===== config.mk =====
export PLATFORM = sky130hd
export DESIGN_NAME = commit_unit
export DESIGN_NICKNAME = d
export VERILOG_FILES = /design/src/rtl/commit_unit.sv
export SDC_FILE = /design/constraint.sdc
export NUM_CORES = 1
export LEC_CHECK = 0
export CAP_MARGIN = 20
export CORE_ASPECT_RATIO = 0.6
export CORE_MARGIN = 3
export CORE_UTILIZATION = 35
export CTS_BUF_LIST = sky130_fd_sc_hd__clkbuf_16
export DETAILED_ROUTE_END_ITERATION = 8
export PLACE_DENSITY = 0.8
export SLEW_MARGIN = 20
export SYNTH_ARGS = -nofsm -noshare
export SYNTH_HDL_FRONTEND = slang
export SYNTH_SLANG_ARGS = --single-unit

===== constraint.sdc =====
create_clock -name clk -period 2.4 [get_ports clk]
set_clock_uncertainty 0.05 [all_clocks]
set_input_delay 0.36 -clock clk [delete_from_list [all_inputs] [get_ports clk]]
set_output_delay 0.36 -clock clk [all_outputs]
set_load 0.05 [all_outputs]

===== src/rtl/commit_unit.sv =====
// ROB commit consumer: retires in-order entries into the register file, releases
// committed stores to the store buffer, latches halt and counts retirements.
package commit_pkg;
    localparam int INSTR_W      = 32;
    localparam int REG_ADDR_W   = 5;
    localparam int DATA_W       = 32;
    localparam int RSV_ID_W     = 4;
    localparam int STATION_ID_W = 6;

    typedef struct packed {
        logic [INSTR_W-1:0]      opcode;
        logic [REG_ADDR_W-1:0]   dst_reg;
        logic [DATA_W-1:0]       content;
        logic [STATION_ID_W-1:0] station_id;
    } station_t;
endpackage

module commit_unit
    import commit_pkg::*;
#(
    parameter int             OP_W     = 6,
    parameter logic [OP_W-1:0] OP_STORE = 6'h2b,
    parameter logic [OP_W-1:0] OP_HALT  = 6'h3f,
    parameter int             CNT_W    = 32
) (
    input  logic                  clk,
    input  logic                  nrst,
    input  logic                  i_valid,
    input  station_t              i_commit_data,
    output logic                  i_ready,
    input  logic                  clear,
    output logic                  reg_we,
    output logic [REG_ADDR_W-1:0] reg_addr,
    output logic [DATA_W-1:0]     reg_data,
    output logic [RSV_ID_W-1:0]   reg_rsv_id,
    output logic                  st_commit_valid,
    input  logic                  st_commit_ready,
    output logic                  o_halted,
    output logic [CNT_W-1:0]      o_retired
);
    typedef enum logic [1:0] {RUN, STORE_WAIT, HALTED} state_t;

    state_t          state;
    logic [OP_W-1:0] major;
    logic            accept;
    logic            is_store;
    logic            is_halt;
    logic            unused_bits;

    assign major    = i_commit_data.opcode[INSTR_W-1 -: OP_W];
    assign is_store = (major == OP_STORE);
    assign is_halt  = (major == OP_HALT);
    assign i_ready  = (state == RUN) && !clear && !nrst;
    assign accept   = i_valid && i_ready;

    assign unused_bits = ^{i_commit_data.opcode[INSTR_W-OP_W-1:0],
                           i_commit_data.station_id[STATION_ID_W-1:RSV_ID_W]};

    always_ff @(posedge clk) begin
        if (nrst) begin
            state           <= RUN;
            reg_we          <= 1'b0;
            reg_addr        <= '0;
            reg_data        <= '0;
            reg_rsv_id      <= '0;
            st_commit_valid <= 1'b0;
            o_halted        <= 1'b0;
            o_retired       <= '0;
        end else begin
            // Write strobe lasts exactly one cycle per accepted REG entry.
            reg_we <= 1'b0;
            if (accept)
                o_retired <= o_retired + CNT_W'(1);
            case (state)
                RUN: begin
                    if (accept) begin
                        if (is_store) begin
                            state           <= STORE_WAIT;
                            st_commit_valid <= 1'b1;
                        end else if (is_halt) begin
                            state    <= HALTED;
                            o_halted <= 1'b1;
                        end else if (i_commit_data.dst_reg != '0) begin
                            reg_we     <= 1'b1;
                            reg_addr   <= i_commit_data.dst_reg;
                            reg_data   <= i_commit_data.content;
                            reg_rsv_id <= i_commit_data.station_id[RSV_ID_W-1:0];
                        end
                    end
                end
                // Store is already architectural: clear cannot abort its release.
                STORE_WAIT: begin
                    if (st_commit_valid && st_commit_ready) begin
                        state           <= RUN;
                        st_commit_valid <= 1'b0;
                    end
                end
                HALTED: begin
                end
                default: state <= RUN;
            endcase
        end
    end
endmodule


Yosys cells after proc, flatten, opt, wreduce, memory -nomap -nowiden
Index checks and enable logic that the tools add are counted.
- add/sub/neg operators: 1
- equality and inequality tests: 8
- muxes and demuxes: 10
- bitwise gates (word level): 5
- reductions and logical operators: 14
- operator list (kind ; number):
    32-bit by 1-bit adder with 32-bit output (second input constant) ; 1
    6-bit equality test (second input constant) ; 2
    4-bit AND reduction ; 3
    2-bit two-way mux ; 4
    2-bit != test (second input constant) ; 3
    2-bit case mux with 3 select lines ; 1
    1-bit NOT ; 5
    5-bit AND reduction ; 1
    5-bit nonzero test ; 1
    5-bit OR reduction ; 1
    1-bit logical AND ; 4
    1-bit two-way mux ; 4
    3-bit != test (second input constant) ; 1
    2-bit by 1-bit equality test with 1-bit output (second input constant) ; 1
    2-bit equality test (second input constant) ; 1
    1-bit logical NOT ; 2
    2-bit logical NOT ; 1
    1-bit case mux with 2 select lines ; 1
    2-bit nonzero test ; 1
- register bits after elaboration: 78
- input port bits: 80

Depth between registers and ports, before layout
Gate-level depths: netlist of the first run.
- depth in word-level cells: 6
- gate-level depth with buffers: 8
- depth with buffers taken out: 5

Least setup slack after synthesis of the first run
Ideal clock, no wire load.
- kind: register -> register
- start point: reg o_retired[5]
- end point: reg o_retired[29]
- setup time: 0.070 ns
- data arrival time: 2.006 ns
- data required time: 2.280 ns
- path slack: 0.274 ns
- cell stages (with the launch flop): 6
- buffers on the path: 1
- period minus slack after synthesis: 2.126 ns
- path through: dfxtp_1 > and4_1 > nand4_1 > clkbuf_1 > or4_1 > a21oi_1
- cells in the longest elaborated chain, start to end: 1
- ends and longest elaborated chain (item ; RTL line ; text):
    start, declared ; 39 ; output logic [CNT_W-1:0] o_retired
    start signal, assigned ; 73 ; o_retired <= o_retired + CNT_W'(1);
    32-bit by 1-bit adder with 32-bit output ; 73 ;
No other way between the ends.
A chain may end at the register's enable or synchronous reset.

Worst setup path after layout of the first run
- start point: in clear
- end point: out i_ready
- cells in the longest elaborated chain, start to end: 3
- ends and longest elaborated chain (item ; RTL line ; text):
    start, declared ; 31 ; input logic clear,
    1-bit logical NOT ; 53 ; assign i_ready = (state == RUN) && !clear && !nrst;
    1-bit logical AND (2 in series) ; 53 ;
    end, declared ; 30 ; output logic i_ready,
No other way between the ends.

==> summary.txt, run 1 <==
Worst setup path
  – Critical path peak fanout: 7
  – Largest stage delay, worst path: 0.52 ns
  – CP Class: in -> out
  – R2R cell count: 5
  – CP Cell Sequence: clkdlybuf4s50_1 -> or4_4 -> clkinv_4 -> buf_4 -> buf_4 -> buf_12
  – R2R Setup Slk: 0.33 ns
  – Crit end category: output pin
  – Critical path arrival: 1.82 ns
  – WP data required: 1.99 ns
  – Crit path top cell by count: buf_4
  – Critical path's slowest cell: or4_4
  – Type of origin of the critical path: input pin

Clock network
  – # hold bufs at CTS: 0
  – # Post-CTS Setup Buffers: 0
  – Worst-path clk slew: 0.06 ns
  – CTS Sinks: 78
  – Clock Path Buffers: 2
  – Clk Latency, worst-skew pair: 0.33 ns
  – H-Tree Depth: 3
  – Total CTS buffers: 9
  – CTS resizes: 0
  – CTS tree: built
  – Root buffer cell: clkbuf_16

Die
  – Core box area: 8880 sq um
  – Die area: 10800 sq um
  – Initial Utilization: 37.6%
  – # rows: 26
  – Die height: 81.7 um
  – IO Pins: 157
  – Die Wd: 132 um

Finish
  – Commonest non-fill, non-tap cells in the layout: 126 x clkdlybuf4s50_1, 78 x dfxtp_1, 65 x a21oi_1, 47 x nand3_1, 45 x o21ai_0
  – Share of layout cells above drive strength 1: 8.40%
  – Commonest non-fill, non-tap cell in the layout: clkdlybuf4s50_1
  – Diodes inserted: 0
  – Layout area overhead: 53.0%
  – NumNets Final: 600
  – Final Non-Filler Cells: 650

Global routing
  – GRT Overall Usage: 18.4%
  – Vias in the first global route: 3220
  – Remaining global-route overflow: 0
  – Pin count of the biggest net entering global routing: 78
  – First-pass GRT wire length: 16100 um
  – Initial antenna violation count: 0

Detailed routing
  – Vias per cell: 5.44
  – Wire length per cell: 15.7 um
  – Initial DRC count: 203
  – DR vias: 3537
  – Pre-Repair DR Iteration Count: 4
  – ANT nets after route: 0
  – DRC viols: 0
  – Total Wirelength: 10200 um

Synth
  – Yosys cell types: 40
  – Post-synth net total: 476
  – Synthesized instance count: 395
  – Register area share after synthesis: 46.7%
  – Synth Warn #: 0
  – Synthesized area: 3340 sq um
  – Flops & latches, synth: 78
  – Avg Inst Size Synth: 8.46 sq um
  – Post-synth EDFFs: 0
  – Most used DFF post-synth: dfxtp_1
  – Post-synth ARST share: 0%

Place
  – Inst Count DP: 634
  – Final GP Congestion: 0.759
  – DP HPWL: 7130 um
  – Port Buf Inserts: 128

STA
  – Relative slew slack: 47.3%
  – Max Freq: 0.448 GHz
  – Final hold violation count: 0
  – Pins Over Slew Limit: 0
  – Shortest clock period the worst path allows after layout: 2.23 ns
  – Finish-stage setup viols: 0
  – Worst Tran Pin Value: 0.791 ns
  – Post-route clock period utilization: 93.0%
  – RSZ-0062 raised after global routing: no

Power
  – Total Power: 3.09 mW
  – Worst IR drop on VDD: 0.000389 V
  – Logic gate share of total power: 11.0%
  – NetSw: 715 uW
  – Switch share: 23.2%
  – Power density cells: 604 nW/um^2
  – Static leakage: 1.69 nW
  – Clk pwr share: 45.9%
  – Sequential share of power: 43.2%
  – Internal power: 2.37 mW

Worst hold path
  – Worst min-delay path class: reg -> reg
  – Hold Crit Depth: 2

Flow run
  – Max-cap violation count: 0

Status
  – Status: finished, final reports clean
-- final cells by class --
type                    instances  area (sq um)
well taps                     126           158
multi-input cells             278          1600
flip-flops and latches         78          1560
repair buffers                145          1450
clock inverters                 7          90.1
fillers                       757          3760
clock buffers                   9           225
inverters                       7          31.3
-- flip-flops by register name, summed over array words and instances (netlist names) --
name and flops:
reg_addr 5, reg_rsv_id 4, state 2, reg_we 1, reg_data 32, st_commit_valid 1, o_halted 1, o_retired 32
-- logic make-up (layout without fill, tap and decap cells) --
| kind of cell | Yosys count | count (layout) | share of synthesized area (%) |
|---|---|---|---|
| mux | 1 | 1 | 0.299 |
| xor+xnor | 10 | 10 | 2.62 |
| fa+ha+maj | 1 | 1 | 0.374 |
| flops | 78 | 78 | 46.7 |
| compound gates | 132 | 132 | 21.5 |
| buf+inv | 39 | 168 | 5.46 |
| simple gates | 134 | 134 | 23.0 |
-- path summary, 6_finish.rpt --
| check | from | end |
|---|---|---|
| max | clear | i_ready |
| min | o_halted | o_halted |
| max reg2reg | state[1] | o_retired[29] |
| min reg2reg | o_halted | o_halted |
-- power groups by stage --
stage | registers [mW] | logic (mW) | clock network, mW
after floorplan | 1.45 | 0.0844 | 0
after global placement | 1.36 | 0.333 | 0
after detailed placement | 1.36 | 0.337 | 0
after CTS | 1.33 | 0.339 | 1.45
after global routing | 1.34 | 0.359 | 1.50
final | 1.33 | 0.339 | 1.42
-- synthesized netlist by cell type (all sizes together), types with 2 or more instances --
cell,count,share of area [%]
or3,3,0.56
o31ai,17,3.8
or4,18,4.2
inv,6,0.67
and2,4,0.79
dfxtp,78,47
nand2,21,2.6
nor3,4,0.75
clkbuf,23,2.6
a21oi,65,9.7
nand3,47,7.0
nand4,13,3.1
nor2,12,1.3
and3,5,0.97
xnor2,2,0.52
a211oi,2,0.45
o21ai,45,6.7
buf,9,1.9
xor2,8,2.1
and4,4,1.1
-- through the flow --
stage / hold slack (ns) / cell area [sq um] / utilization, % / setup slack [ns] / setup TNS [ns]
2_1_floorplan: 0.389 / 3340 / - / 0.274 / 0
3_3_place_gp: 0.389 / 4800 / 54.1 / 0.00566 / 0
3_5_place_dp: 0.394 / 4800 / 54.1 / -0.0183 / -0.0267
4_1_cts: 0.403 / 5120 / 57.6 / 0.169 / 0
5_1_grt: 0.445 / 5120 / 57.6 / 0.113 / 0
6_report: 0.399 / 5120 / 57.6 / 0.167 / 0
-- critical path, delay by kind of cell --
| kind | cells | cell delay, ns |
|---|---|---|
| buffers and inverters | 5 | 0.94 |
| and+or+nand+nor | 1 | 0.52 |
-- per-layer routing --
| metal | vias up | share of wire (%) | GRT usage, % | routed length (um) |
|---|---|---|---|---|
| met1 | 1682 | 45 | 23.8 | 4550 |
| li1 | 1705 | - | - | - |
| met2 | 135 | 47 | 29.8 | 4750 |
| met3 | 15 | 7.4 | 5.94 | 752 |
| met4 | 0 | 1.3 | 5.60 | 133 |
| met5 | - | 0 | 0 | 0 |
(Power assumes the default switching activity.)
==> run 2, diff against run 1 <==
CORE_MARGIN = 5   (was 3)
==> run 2 against run 1 <==
Routed wire length decreased by 2.2%. Clock-buffer cell count unchanged. Non-clock buffer count grew 2. Critical path depth unchanged. Combinational power about the same. Via count is 0.90% lower. Sequential share of layout area fell by 0.12 points. Highest routed layer unchanged.
==> summary.txt, run 2 (synthesized netlist as in run 1, its figures left out) <==
Worst setup path
  – WP data required: 1.99 ns
  – R2R cell count: 6
  – Crit end category: output pin
  – CP Class: in -> out
  – Type of origin of the critical path: input pin
  – Critical path arrival: 1.79 ns
  – Critical path peak fanout: 6

Clock network
  – H-Tree Depth: 3
  – # Post-CTS Setup Buffers: 0
  – CTS tree: built
  – Clock Path Buffers: 2
  – Clk Latency, worst-skew pair: 0.33 ns
  – CTS resizes: 0
  – Root buffer cell: clkbuf_16
  – CTS Sinks: 78
  – Worst-path clk slew: 0.06 ns
  – Total CTS buffers: 9
  – # hold bufs at CTS: 0

Detailed routing
  – Vias per cell: 5.34
  – Total Wirelength: 9970 um
  – DRC viols: 0
  – DR vias: 3505
  – Initial DRC count: 219
  – Wire length per cell: 15.2 um
  – Pre-Repair DR Iteration Count: 7
  – ANT nets after route: 0

Status
  – Status: finished, final reports clean

Die
  – Die Wd: 136 um
  – Die area: 11700 sq um
  – Die height: 85.7 um
  – Core box area: 9260 sq um
  – IO Pins: 157
  – # rows: 27
  – Initial Utilization: 36.1%

Finish
  – Largest registers: o_retired x32, reg_data x32, reg_addr x5
  – Fill cells: 858
  – Commonest non-fill, non-tap cell in the layout: clkdlybuf4s50_1
  – Share of layout cells above drive strength 1: 8.75%
  – Multi-input gate area: 1600 sq um
  – Commonest non-fill, non-tap cells in the layout: 126 x clkdlybuf4s50_1, 78 x dfxtp_1, 65 x a21oi_1, 47 x nand3_1, 45 x o21ai_0
  – Register area: 1560 sq um
  – Layout area overhead: 53.6%
  – NumNets Final: 602
  – Diodes inserted: 0

Power
  – Worst IR drop on VDD: 0.000368 V
  – Static leakage: 1.71 nW
  – Logic gate share of total power: 10.9%
  – Clk pwr share: 46.2%
  – Internal power: 2.38 mW
  – Sequential share of power: 42.9%
  – Switch share: 23.5%
  – NetSw: 731 uW
  – Power density cells: 605 nW/um^2

Global routing
  – GRT Overall Usage: 16.6%
  – Initial antenna violation count: 0
  – Remaining global-route overflow: 0
  – Vias in the first global route: 3140
  – Pin count of the biggest net entering global routing: 78
  – First-pass GRT wire length: 15800 um

Place
  – DP HPWL: 7080 um
  – Final GP Congestion: 0.753
  – Port Buf Inserts: 128

STA
  – Post-route clock period utilization: 91.5%
  – Worst Tran Pin Value: 0.796 ns
  – Shortest clock period the worst path allows after layout: 2.20 ns
  – Hold slack: 0.397 ns
  – Sum Neg Setup Slack: 0 ns
  – Finish-stage setup viols: 0
  – Final hold violation count: 0
  – RSZ-0062 raised after global routing: no
  – Pins Over Slew Limit: 0
  – Relative slew slack: 46.9%
  – Max Freq: 0.455 GHz

Worst hold path
  – Hold Crit Depth: 2
  – Worst min-delay path class: reg -> reg

Flow run
  – Max-cap violation count: 0
[run 2: changes by cell type in the layout (fill, tap and decap cells not counted)]
cell and change:
buf_4 +2
[run 2: per-stage QoR]
step                util (%)  worst slack, ns  total power [mW]  instances  area (sq um)
CTS                     55.5            0.203              3.15        656          5140
detailed placement      52.1          -0.0443              1.70        640          4820
finish                  55.5            0.203              3.11        656          5140
global route            55.5            0.150              3.21        656          5140
global placement        52.1         -0.00766              1.70        640          4820
floorplan                  -            0.274              1.53        395          3340
[run 2: final cells by class]
type                    count  area share (%)
flip-flops and latches     78            30.4
clock buffers               9            4.38
repair buffers            147            28.6
multi-input cells         278            31.1
inverters                   7           0.609
clock inverters             7            1.75
well taps                 130            3.17
[run 2: power by group through the flow]
stage	registers [mW]	logic, mW	clock network [mW]
2_1_floorplan	1.45	0.0844	0
3_3_place_gp	1.36	0.337	0
3_5_place_dp	1.36	0.340	0
4_1_cts	1.33	0.342	1.48
5_1_grt	1.34	0.360	1.52
6_report	1.33	0.340	1.43
[run 2: critical path: stages]
cell	delay (ns)
clkdlybuf4s50_1	0.41
or4_4	0.52
clkinv_4	0.08
buf_4	0.12
buf_4	0.16
buf_12	0.14
[run 2: per-layer routing]
layer	wire length [um]	vias up	global-route usage [%]	share of wire, %
met2	4430	129	24.8	44
met5	0	-	0	0
met3	767	15	5.63	7.7
met4	172	0	5.40	1.7
met1	4600	1650	22.5	46
li1	-	1711	-	-
[run 2: path summary, 6_finish.rpt]
check / startpoint / end / slack, ns
setup / recovery: clear / i_ready / 0.20
hold / removal: o_halted / o_halted / 0.40
setup reg to reg: state[1] / o_retired[10] / 0.34
hold reg to reg: o_halted / o_halted / 0.40
==> run 3, diff against run 2 <==
GPL_TIMING_DRIVEN = 1   (was unset)
==> results of run 3 <==
Final layout, timing and power as in run 2 (identical DEF).
